==> config.mk <==
export PLATFORM = sky130hd
export DESIGN_NAME = child_queue_motion
export DESIGN_NICKNAME = d
export VERILOG_FILES = /design/src/rtl/child_queue_motion.sv
export SDC_FILE = /design/constraint.sdc
export NUM_CORES = 1
export LEC_CHECK = 0
export BUFFER_PORTS_ARGS = -buffer_cell sky130_fd_sc_hd__buf_4
export CORE_AREA = 2 2 80 82
export CTS_BUF_LIST = sky130_fd_sc_hd__clkbuf_4
export DETAILED_ROUTE_END_ITERATION = 7
export DIE_AREA = 0 0 82 84
export PLACE_DENSITY_LB_ADDON = 0.1
export REMOVE_ABC_BUFFERS = 1
export SYNTH_ARGS = -nofsm -noshare
export SYNTH_HDL_FRONTEND = slang
export SYNTH_SLANG_ARGS = --single-unit
export TNS_END_PERCENT = 1
==> constraint.sdc <==
create_clock -name Clk -period 4.6 [get_ports Clk]
set_input_delay 0.69 -clock Clk [delete_from_list [all_inputs] [get_ports Clk]]
set_output_delay 0.69 -clock Clk [all_outputs]
set_load 0.01 [all_outputs]
==> src/rtl/child_queue_motion.sv <==
// -----------------------------------------------------------------------------
// child_queue_motion
//
// Per-child motion sequencer for the shop queue (one instance per child).
// Walks a child from START_X left toward the counter, serves it there for
// SERVE_FRAMES frame ticks, then walks it off the left edge and returns to
// idle. The child's X position and keycode feed back into the queue spacing
// checker, which answers with child_stop when the child ahead is too close.
//
// Optional feature (macro CHILD_PATIENCE_EN): a child blocked for
// PATIENCE_FRAMES consecutive ticks gives up, skips the counter, walks off
// from where it stands and raises 'angry' until its next spawn. Without the
// macro a blocked child waits indefinitely and 'angry' is tied low.
//
// Ports:
//   Clk        in   system clock
//   Reset      in   synchronous, active-high reset
//   frame_clk  in   vsync-derived frame clock, sampled in the Clk domain
//   spawn      in   one-cycle request to start a child (honoured in IDLE only)
//   child_stop in   blocked by the child ahead
//   child_X    out  [9:0] current X position (registered)
//   keycode    out  [7:0] 8'h04 while walking left, else 8'h00 (decoded)
//   active     out  child is on screen (decoded)
//   serving    out  child is at the counter (decoded)
//   done       out  one-cycle pulse when the child despawns (registered)
//   angry      out  child left through the patience timeout (registered)
// -----------------------------------------------------------------------------
module child_queue_motion #(
    parameter logic [9:0] START_X         = 10'd600,
    parameter logic [9:0] COUNTER_X       = 10'd120,
    parameter logic [9:0] STEP            = 10'd1,
    parameter logic [7:0] SERVE_FRAMES    = 8'd120,
    parameter logic [9:0] PATIENCE_FRAMES = 10'd600
) (
    input  logic       Clk,
    input  logic       Reset,
    input  logic       frame_clk,
    input  logic       spawn,
    input  logic       child_stop,
    output logic [9:0] child_X,
    output logic [7:0] keycode,
    output logic       active,
    output logic       serving,
    output logic       done,
    output logic       angry
);

    localparam logic [2:0] IDLE    = 3'd0;
    localparam logic [2:0] WALK    = 3'd1;
    localparam logic [2:0] BLOCKED = 3'd2;
    localparam logic [2:0] SERVE   = 3'd3;
    localparam logic [2:0] EXIT    = 3'd4;

    // child_X - STEP <= COUNTER_X rewritten as child_X <= COUNTER_X + STEP,
    // evaluated one bit wider so neither side can wrap.
    localparam logic [10:0] WALK_LIMIT = {1'b0, COUNTER_X} + {1'b0, STEP};

    logic [2:0] state;
    logic       frame_q;
    logic       tick;
    logic [7:0] serve_cnt;
    logic       reach_counter;
    logic       leave_screen;
    logic       patience_out;

    // One Clk cycle per rising edge of the frame clock.
    assign tick          = frame_clk & ~frame_q;
    assign reach_counter = ({1'b0, child_X} <= WALK_LIMIT);
    assign leave_screen  = (child_X <= STEP);

    // NOTE: sequential state uses non-blocking (<=) so every register samples
    // the pre-edge values; the reset is synchronous, so it lives inside the
    // clocked branch rather than in the sensitivity list.
    always_ff @(posedge Clk) begin
        if (Reset) begin
            state     <= IDLE;
            child_X   <= START_X;
            done      <= 1'b0;
            serve_cnt <= 8'd0;
            frame_q   <= 1'b0;
        end else begin
            frame_q <= frame_clk;
            done    <= 1'b0;
            case (state)
                IDLE: begin
                    child_X <= START_X;
                    if (spawn) state <= WALK;
                end
                WALK: begin
                    if (tick) begin
                        if (child_stop) begin
                            state <= BLOCKED;
                        end else if (reach_counter) begin
                            child_X   <= COUNTER_X;
                            serve_cnt <= 8'd0;
                            state     <= SERVE;
                        end else begin
                            child_X <= child_X - STEP;
                        end
                    end
                end
                BLOCKED: begin
                    // Leaving BLOCKED costs one frame without motion.
                    if (tick) begin
                        if (!child_stop)       state <= WALK;
                        else if (patience_out) state <= EXIT;
                    end
                end
                SERVE: begin
                    if (tick) begin
                        if (serve_cnt == SERVE_FRAMES - 8'd1) state <= EXIT;
                        else serve_cnt <= serve_cnt + 8'd1;
                    end
                end
                EXIT: begin
                    if (tick) begin
                        if (leave_screen) begin
                            child_X <= START_X;
                            done    <= 1'b1;
                            state   <= IDLE;
                        end else begin
                            child_X <= child_X - STEP;
                        end
                    end
                end
                default: state <= IDLE;
            endcase
        end
    end

`ifdef CHILD_PATIENCE_EN
    logic [9:0] wait_cnt;

    assign patience_out = (wait_cnt == PATIENCE_FRAMES - 10'd1);

    always_ff @(posedge Clk) begin
        if (Reset) begin
            wait_cnt <= 10'd0;
            angry    <= 1'b0;
        end else begin
            if (state == IDLE && spawn) angry <= 1'b0;
            if (state == BLOCKED) begin
                if (tick) begin
                    if (!child_stop) begin
                        wait_cnt <= 10'd0;
                    end else if (patience_out) begin
                        wait_cnt <= 10'd0;
                        angry    <= 1'b1;
                    end else begin
                        wait_cnt <= wait_cnt + 10'd1;
                    end
                end
            end else begin
                wait_cnt <= 10'd0;
            end
        end
    end
`else
    logic unused_patience;

    assign unused_patience = |PATIENCE_FRAMES;
    assign patience_out    = 1'b0;
    assign angry           = 1'b0;
`endif

    // NOTE: every combinational output gets a default before any condition,
    // so no path leaves it unassigned and no latch is inferred.
    always_comb begin
        keycode = 8'h00;
        if (state == WALK || state == EXIT) keycode = 8'h04;
    end

    assign active  = (state != IDLE);
    assign serving = (state == SERVE);

endmodule

==> results of run 1 <==
## sequential cells by signal, summed over array words and instances (netlist names)
signal	flops
state	3
child_X	10
done	1
frame_q	1
serve_cnt	8
## cells by family (layout without fill, tap and decap cells)
| logic type | Yosys count | count (layout) |
|---|---|---|
| buffers and inverters | 20 | 29 |
| AO/OA/AOI/OAI | 49 | 49 |
| other | 1 | 8 |
| AND/OR/NAND/NOR | 83 | 83 |
| XOR/XNOR | 1 | 1 |
| flip-flops | 23 | 23 |
| adder cells (fa/ha/maj) | 3 | 3 |
| multiplexers | 4 | 4 |
## power breakdown
group | switching, mW | internal (mW) | total, mW
registers | 0.0440 | 0.221 | 0.265
logic | 0.161 | 0.130 | 0.290
clock network | 0.0693 | 0.0326 | 0.102
total | 0.274 | 0.383 | 0.657
## layout by cell type, fill, tap and decap left out, drive strengths merged, types with 6 or more instances in the layout
cell type  instances
dfxtp             23
nor2              23
buf               19
nand2             16
a21oi              8
conb               8
o21ai              7
a211oi             6
a31oi              6
inv                6
## critical path: stages (launching register included)
cell	delay, ps
dfxtp_1	630
and3b_1	490
buf_4	200
## worst max path at each step
stage | from | depth (start not counted) | slack (ps) | end
2_1_floorplan | frame_clk | 4 | 2330 | child_X[2]
5_1_grt | child_X[7] | 5 | 2140 | child_X[2]
6_report | state[1] | 2 | 2250 | serving
4_1_cts | child_X[7] | 5 | 2250 | child_X[2]
3_5_place_dp | child_X[7] | 5 | 2280 | child_X[2]
3_3_place_gp | child_X[7] | 5 | 2300 | child_X[8]
## cell type report
class	count	area (µm²)	share of cell area
clock buffers	3	22.5	0.0135
clock inverters	1	5.00	0.00300
inverters	6	22.5	0.0135
multi-input cells	148	918	0.551
flip-flops and latches	23	460	0.276
well taps	77	96.3	0.0578
repair buffers	19	143	0.0855
## through the flow
stage | hold WS [ps] | setup WS [ps]
floorplan | 452 | 2330
global placement | 480 | 2300
detailed placement | 480 | 2280
CTS | 501 | 2250
global route | 528 | 2140
finish | 500 | 2250
## per-layer routing
layer	GRT usage	vias up	wire (µm)
li1	-	697	-
met5	0	-	0
met2	0.180	24	1830
met4	0.0455	0	53
met1	0.155	663	1790
met3	0.0249	6	106
==> impl_metrics.env, run 1 <==
export IMPL_status="finished clean"
export IMPL_grt_usage=0.116
export IMPL_synthTopCellsByCount="dfxtp_1 (23), nor2_1 (22), nand2_1 (16)"
export IMPL_numPortBuffers=18
export IMPL_routed_wl_um=3780
export IMPL_reg2reg_to="child_X[2]"
export IMPL_fmax_mhz=426
export IMPL_instances_no_fill=277
export IMPL_clock_skew_ps=16.4
export IMPL_grt_pass1_vias=1286
export IMPL_num_vias=1390
export IMPL_gp_congestion=0.846
export IMPL_timing_rr_start="child_X[7]"
export IMPL_clkSinkCount=23
export IMPL_yosysSeqAreaShare=0.316
export IMPL_synth_top_area_share=0.316
export IMPL_synthAdderAreaFrac=0.0258
export IMPL_cts_root_buf="clkbuf_4"
export IMPL_ys_ff_latch=23
export IMPL_grt_pass1_wl_um=6220
export IMPL_worstRegToRegCells=5
export IMPL_vias_per_cell=5.02
export IMPL_yosys_warnings=0
export IMPL_finalPower_uw=657
export IMPL_nFillCells=688
export IMPL_yosysTopAreaCell="dfxtp_1"
export IMPL_antenna_cells=0
export IMPL_cts_tree="yes"
export IMPL_relSlewSlack=0.367
export IMPL_antenna_found_initial=0
export IMPL_crit_required_ps=3910
export IMPL_die_area_um2=6890
export IMPL_fin_nets=209
export IMPL_synth_xor_area_share=0.00601
export IMPL_synth_mux_area_frac=0.0283
export IMPL_dp_hpwl_um=2820
export IMPL_holdPathEnd="serve_cnt[1]"
export IMPL_clock_path_buffers=2
export IMPL_synth_ff_type="dfxtp_1"
export IMPL_io_pins=27
export IMPL_tightest_slew_ps=943
export IMPL_synth_area_um2=1460
export IMPL_min_period_ps=2350
export IMPL_insertion_delay_ps=330
export IMPL_path_class="reg -> out"
export IMPL_synth_area_leaders="dfxtp_1 (32%), nor2_1 (5.7%), buf_4 (4.1%), nand2_1 (4.1%), a211oi_1 (3.1%)"
export IMPL_rows=29
export IMPL_hold_path_depth=2
export IMPL_max_cap_viol_count=0
export IMPL_syn_area_per_cell_um2=7.92
export IMPL_rsz0062_at_grt="no"
export IMPL_placed_cells=273
export IMPL_finalMaxSlewViolations=0
export IMPL_synthSimpleGateAreaFrac=0.300
export IMPL_synth_cells=184
export IMPL_async_reset_ff_frac=0
export IMPL_die_x_um=82
export IMPL_dpl_cell_area_um2=1640
export IMPL_cts_buffers=3
export IMPL_synth_top_family_by_area="simple AND/OR/NAND/NOR gates"
export IMPL_drtIter0Drc=62
export IMPL_grt_max_degree=18
export IMPL_grt_ovfl_total=0
export IMPL_areaGrowthSynthToFinish_pct=14.4
export IMPL_hold_viol_final=0
export IMPL_powerDensity_nw_per_um2=394
export IMPL_ant_nets=0
export IMPL_r2r_setup_slack_ps=2250
export IMPL_layout_drive_gt1_share=0.145
export IMPL_fin_tns_setup_ps=0
export IMPL_final_util=0.274
export IMPL_start_kind="flip-flop"
export IMPL_wl_per_cell_um=13.6
export IMPL_finalSetupViolCount=0
export IMPL_critPathMaxFanout=13
export IMPL_ctsHoldBuffers=0
export IMPL_die_y_um=84
export IMPL_p_leak_nw=0.588
export IMPL_peakVddDrop_uv=150
export IMPL_yosysMostFrequentCell="dfxtp_1"
export IMPL_fp_coreArea_um2=6100
export IMPL_hold_start="serve_cnt[1]"
export IMPL_stdcell_area_um2=1670
export IMPL_post_cts_resized=0
export IMPL_post_cts_buffers=0
export IMPL_timing_final_crit_share=0.510
export IMPL_cts_clk_slew_worst_paths_ps=150
export IMPL_arrival_ps=1660
export IMPL_first_pass_iters=5
export IMPL_synth_distinct_cells=48
export IMPL_start_util=0.239
export IMPL_hp_class="reg -> reg"
export IMPL_htreeDepth=1
export IMPL_post_route_drc_count=0
export IMPL_end_kind="primary output"
export IMPL_synth_compound_area_frac=0.249
export IMPL_synth_edf_count=0
Note: power is estimated with default switching activity, not from simulation.
==> run 2, diff against run 1 <==
==> constraint.sdc (replaced) <==
create_clock -name Clk -period 1.9 [get_ports Clk]
set_input_delay 0.285 -clock Clk [delete_from_list [all_inputs] [get_ports Clk]]
set_output_delay 0.285 -clock Clk [all_outputs]
set_load 0.01 [all_outputs]
==> impl_metrics.env, run 2 (same netlist as run 1, synthesis figures left out) <==
export IMPL_status="complete, but fails checks"
export IMPL_failed_checks="negative setup slack"
export IMPL_dp_hpwl_um=3370
export IMPL_cts_clk_slew_worst_paths_ps=140
export IMPL_finalSetupViolCount=10
export IMPL_htreeDepth=1
export IMPL_insertion_delay_ps=330
export IMPL_relSlewSlack=0.625
export IMPL_wl_per_cell_um=13.6
export IMPL_rsz0062_at_grt="yes"
export IMPL_end_kind="flip-flop"
export IMPL_routed_wl_um=4310
export IMPL_tightest_slew_ps=555
export IMPL_cts_tree="yes"
export IMPL_fin_ws_ps=-215
export IMPL_powerDensity_nw_per_um2=908
export IMPL_peakVddDrop_uv=334
export IMPL_clkSinkCount=23
export IMPL_min_period_ps=2120
export IMPL_fin_nets=248
export IMPL_hp_class="in -> reg"
export IMPL_stdcell_area_um2=2000
export IMPL_fin_tns_setup_ps=-1590
export IMPL_numPortBuffers=18
export IMPL_start_kind="flip-flop"
export IMPL_place_ws_ps=-317
export IMPL_arrival_ps=2340
export IMPL_rows=29
export IMPL_largest_reg_flops=10
export IMPL_ant_nets=0
export IMPL_hold_viol_final=0
export IMPL_grt_pass1_vias=1564
export IMPL_grt_pass1_wl_um=7270
export IMPL_die_area_um2=6890
export IMPL_grt_max_degree=18
export IMPL_grt_ovfl_total=0
export IMPL_seqCellArea_um2=463
export IMPL_io_pins=27
export IMPL_finalMaxSlewViolations=0
export IMPL_clock_path_buffers=2
export IMPL_drtIter0Drc=40
export IMPL_areaGrowthSynthToFinish_pct=37.4
export IMPL_num_vias=1531
export IMPL_post_route_drc_count=0
export IMPL_dpl_cell_area_um2=1930
export IMPL_vias_per_cell=4.84
export IMPL_die_x_um=82
export IMPL_layout_commonest_cell="buf_4"
export IMPL_cts_buffers=3
export IMPL_p_leak_nw=0.791
export IMPL_die_y_um=84
export IMPL_gp_congestion=0.786
export IMPL_layout_drive_gt1_share=0.318
export IMPL_timing_final_crit_share=1.11
export IMPL_clock_skew_ps=11.3
export IMPL_fp_coreArea_um2=6100
export IMPL_fmax_mhz=473
export IMPL_grt_usage=0.135
export IMPL_layout_common_cells="buf_4 (58), nor2_1 (22), dfxtp_1 (21)"
export IMPL_first_pass_iters=4
export IMPL_path_class="reg -> reg"
export IMPL_antenna_cells=0
export IMPL_crit_required_ps=2120
export IMPL_finalPower_mw=1.82
export IMPL_nFillCells=675
export IMPL_cts_root_buf="clkbuf_4"
export IMPL_largest_register="child_X"
export IMPL_post_cts_buffers=0
export IMPL_final_util=0.329
export IMPL_antenna_found_initial=0
export IMPL_top_regs="child_X: 10 flops, serve_cnt: 8 flops, state: 3 flops"
export IMPL_multi_input_area_um2=956
export IMPL_critPathMaxFanout=5
export IMPL_max_cap_viol_count=0
export IMPL_start_util=0.239
## run 2: cell count changes in the layout (fill, tap and decap cells not counted), sizes merged
cell / delta
buf: +39
clkinv: -1
clkbuf: +1
## run 2: cell type report
cell class              instances  area share
clock buffers                   4      0.0150
inverters                       6      0.0112
multi-input cells             148       0.477
flip-flops and latches         23       0.231
well taps                      77      0.0481
repair buffers                 58       0.217
## run 2: through the flow
step           hold slack, ps  instances
2_1_floorplan             354        177
3_3_place_gp              527        312
3_5_place_dp              529        312
4_1_cts                   177        316
5_1_grt                   180        316
6_report                  184        316
## run 2: worst paths after layout
path                                    from      endpoint  slack, ps  cells after the start
worst max-delay path              child_X[7]    child_X[7]       -220                      5
worst min register to register  serve_cnt[0]  serve_cnt[0]        570                      2
worst min-delay path               frame_clk       frame_q        180                      2
worst max register to register    child_X[7]    child_X[7]       -220                      5
## run 2: where the power goes
part | total, mW | switching [mW] | internal (mW)
registers | 0.602 | 0.0652 | 0.537
clock network | 0.261 | 0.164 | 0.0965
logic | 0.956 | 0.491 | 0.464
## run 2: critical path, stage by stage, from the launching register on
cell and delay, ps:
dfxtp_2 340, or4_4 530, or4_4 460, a32oi_4 290, nor2_4 70, a221o_1 320
## run 2: per-layer routing
metal  vias up  wire length [µm]  GRT usage
li1        775                 -          -
met4         0                44     0.0455
met5         -                 0          0
met2        22              2190      0.229
met3         4               123     0.0206
met1       730              1950      0.169
## run 2: timing repair
action,CTS,global route
setup endpoints to repair,18,19
endpoints found under the hold margin,0,0
gates resized for setup,4,5
hold buffers,0,0
pin swaps,1,0
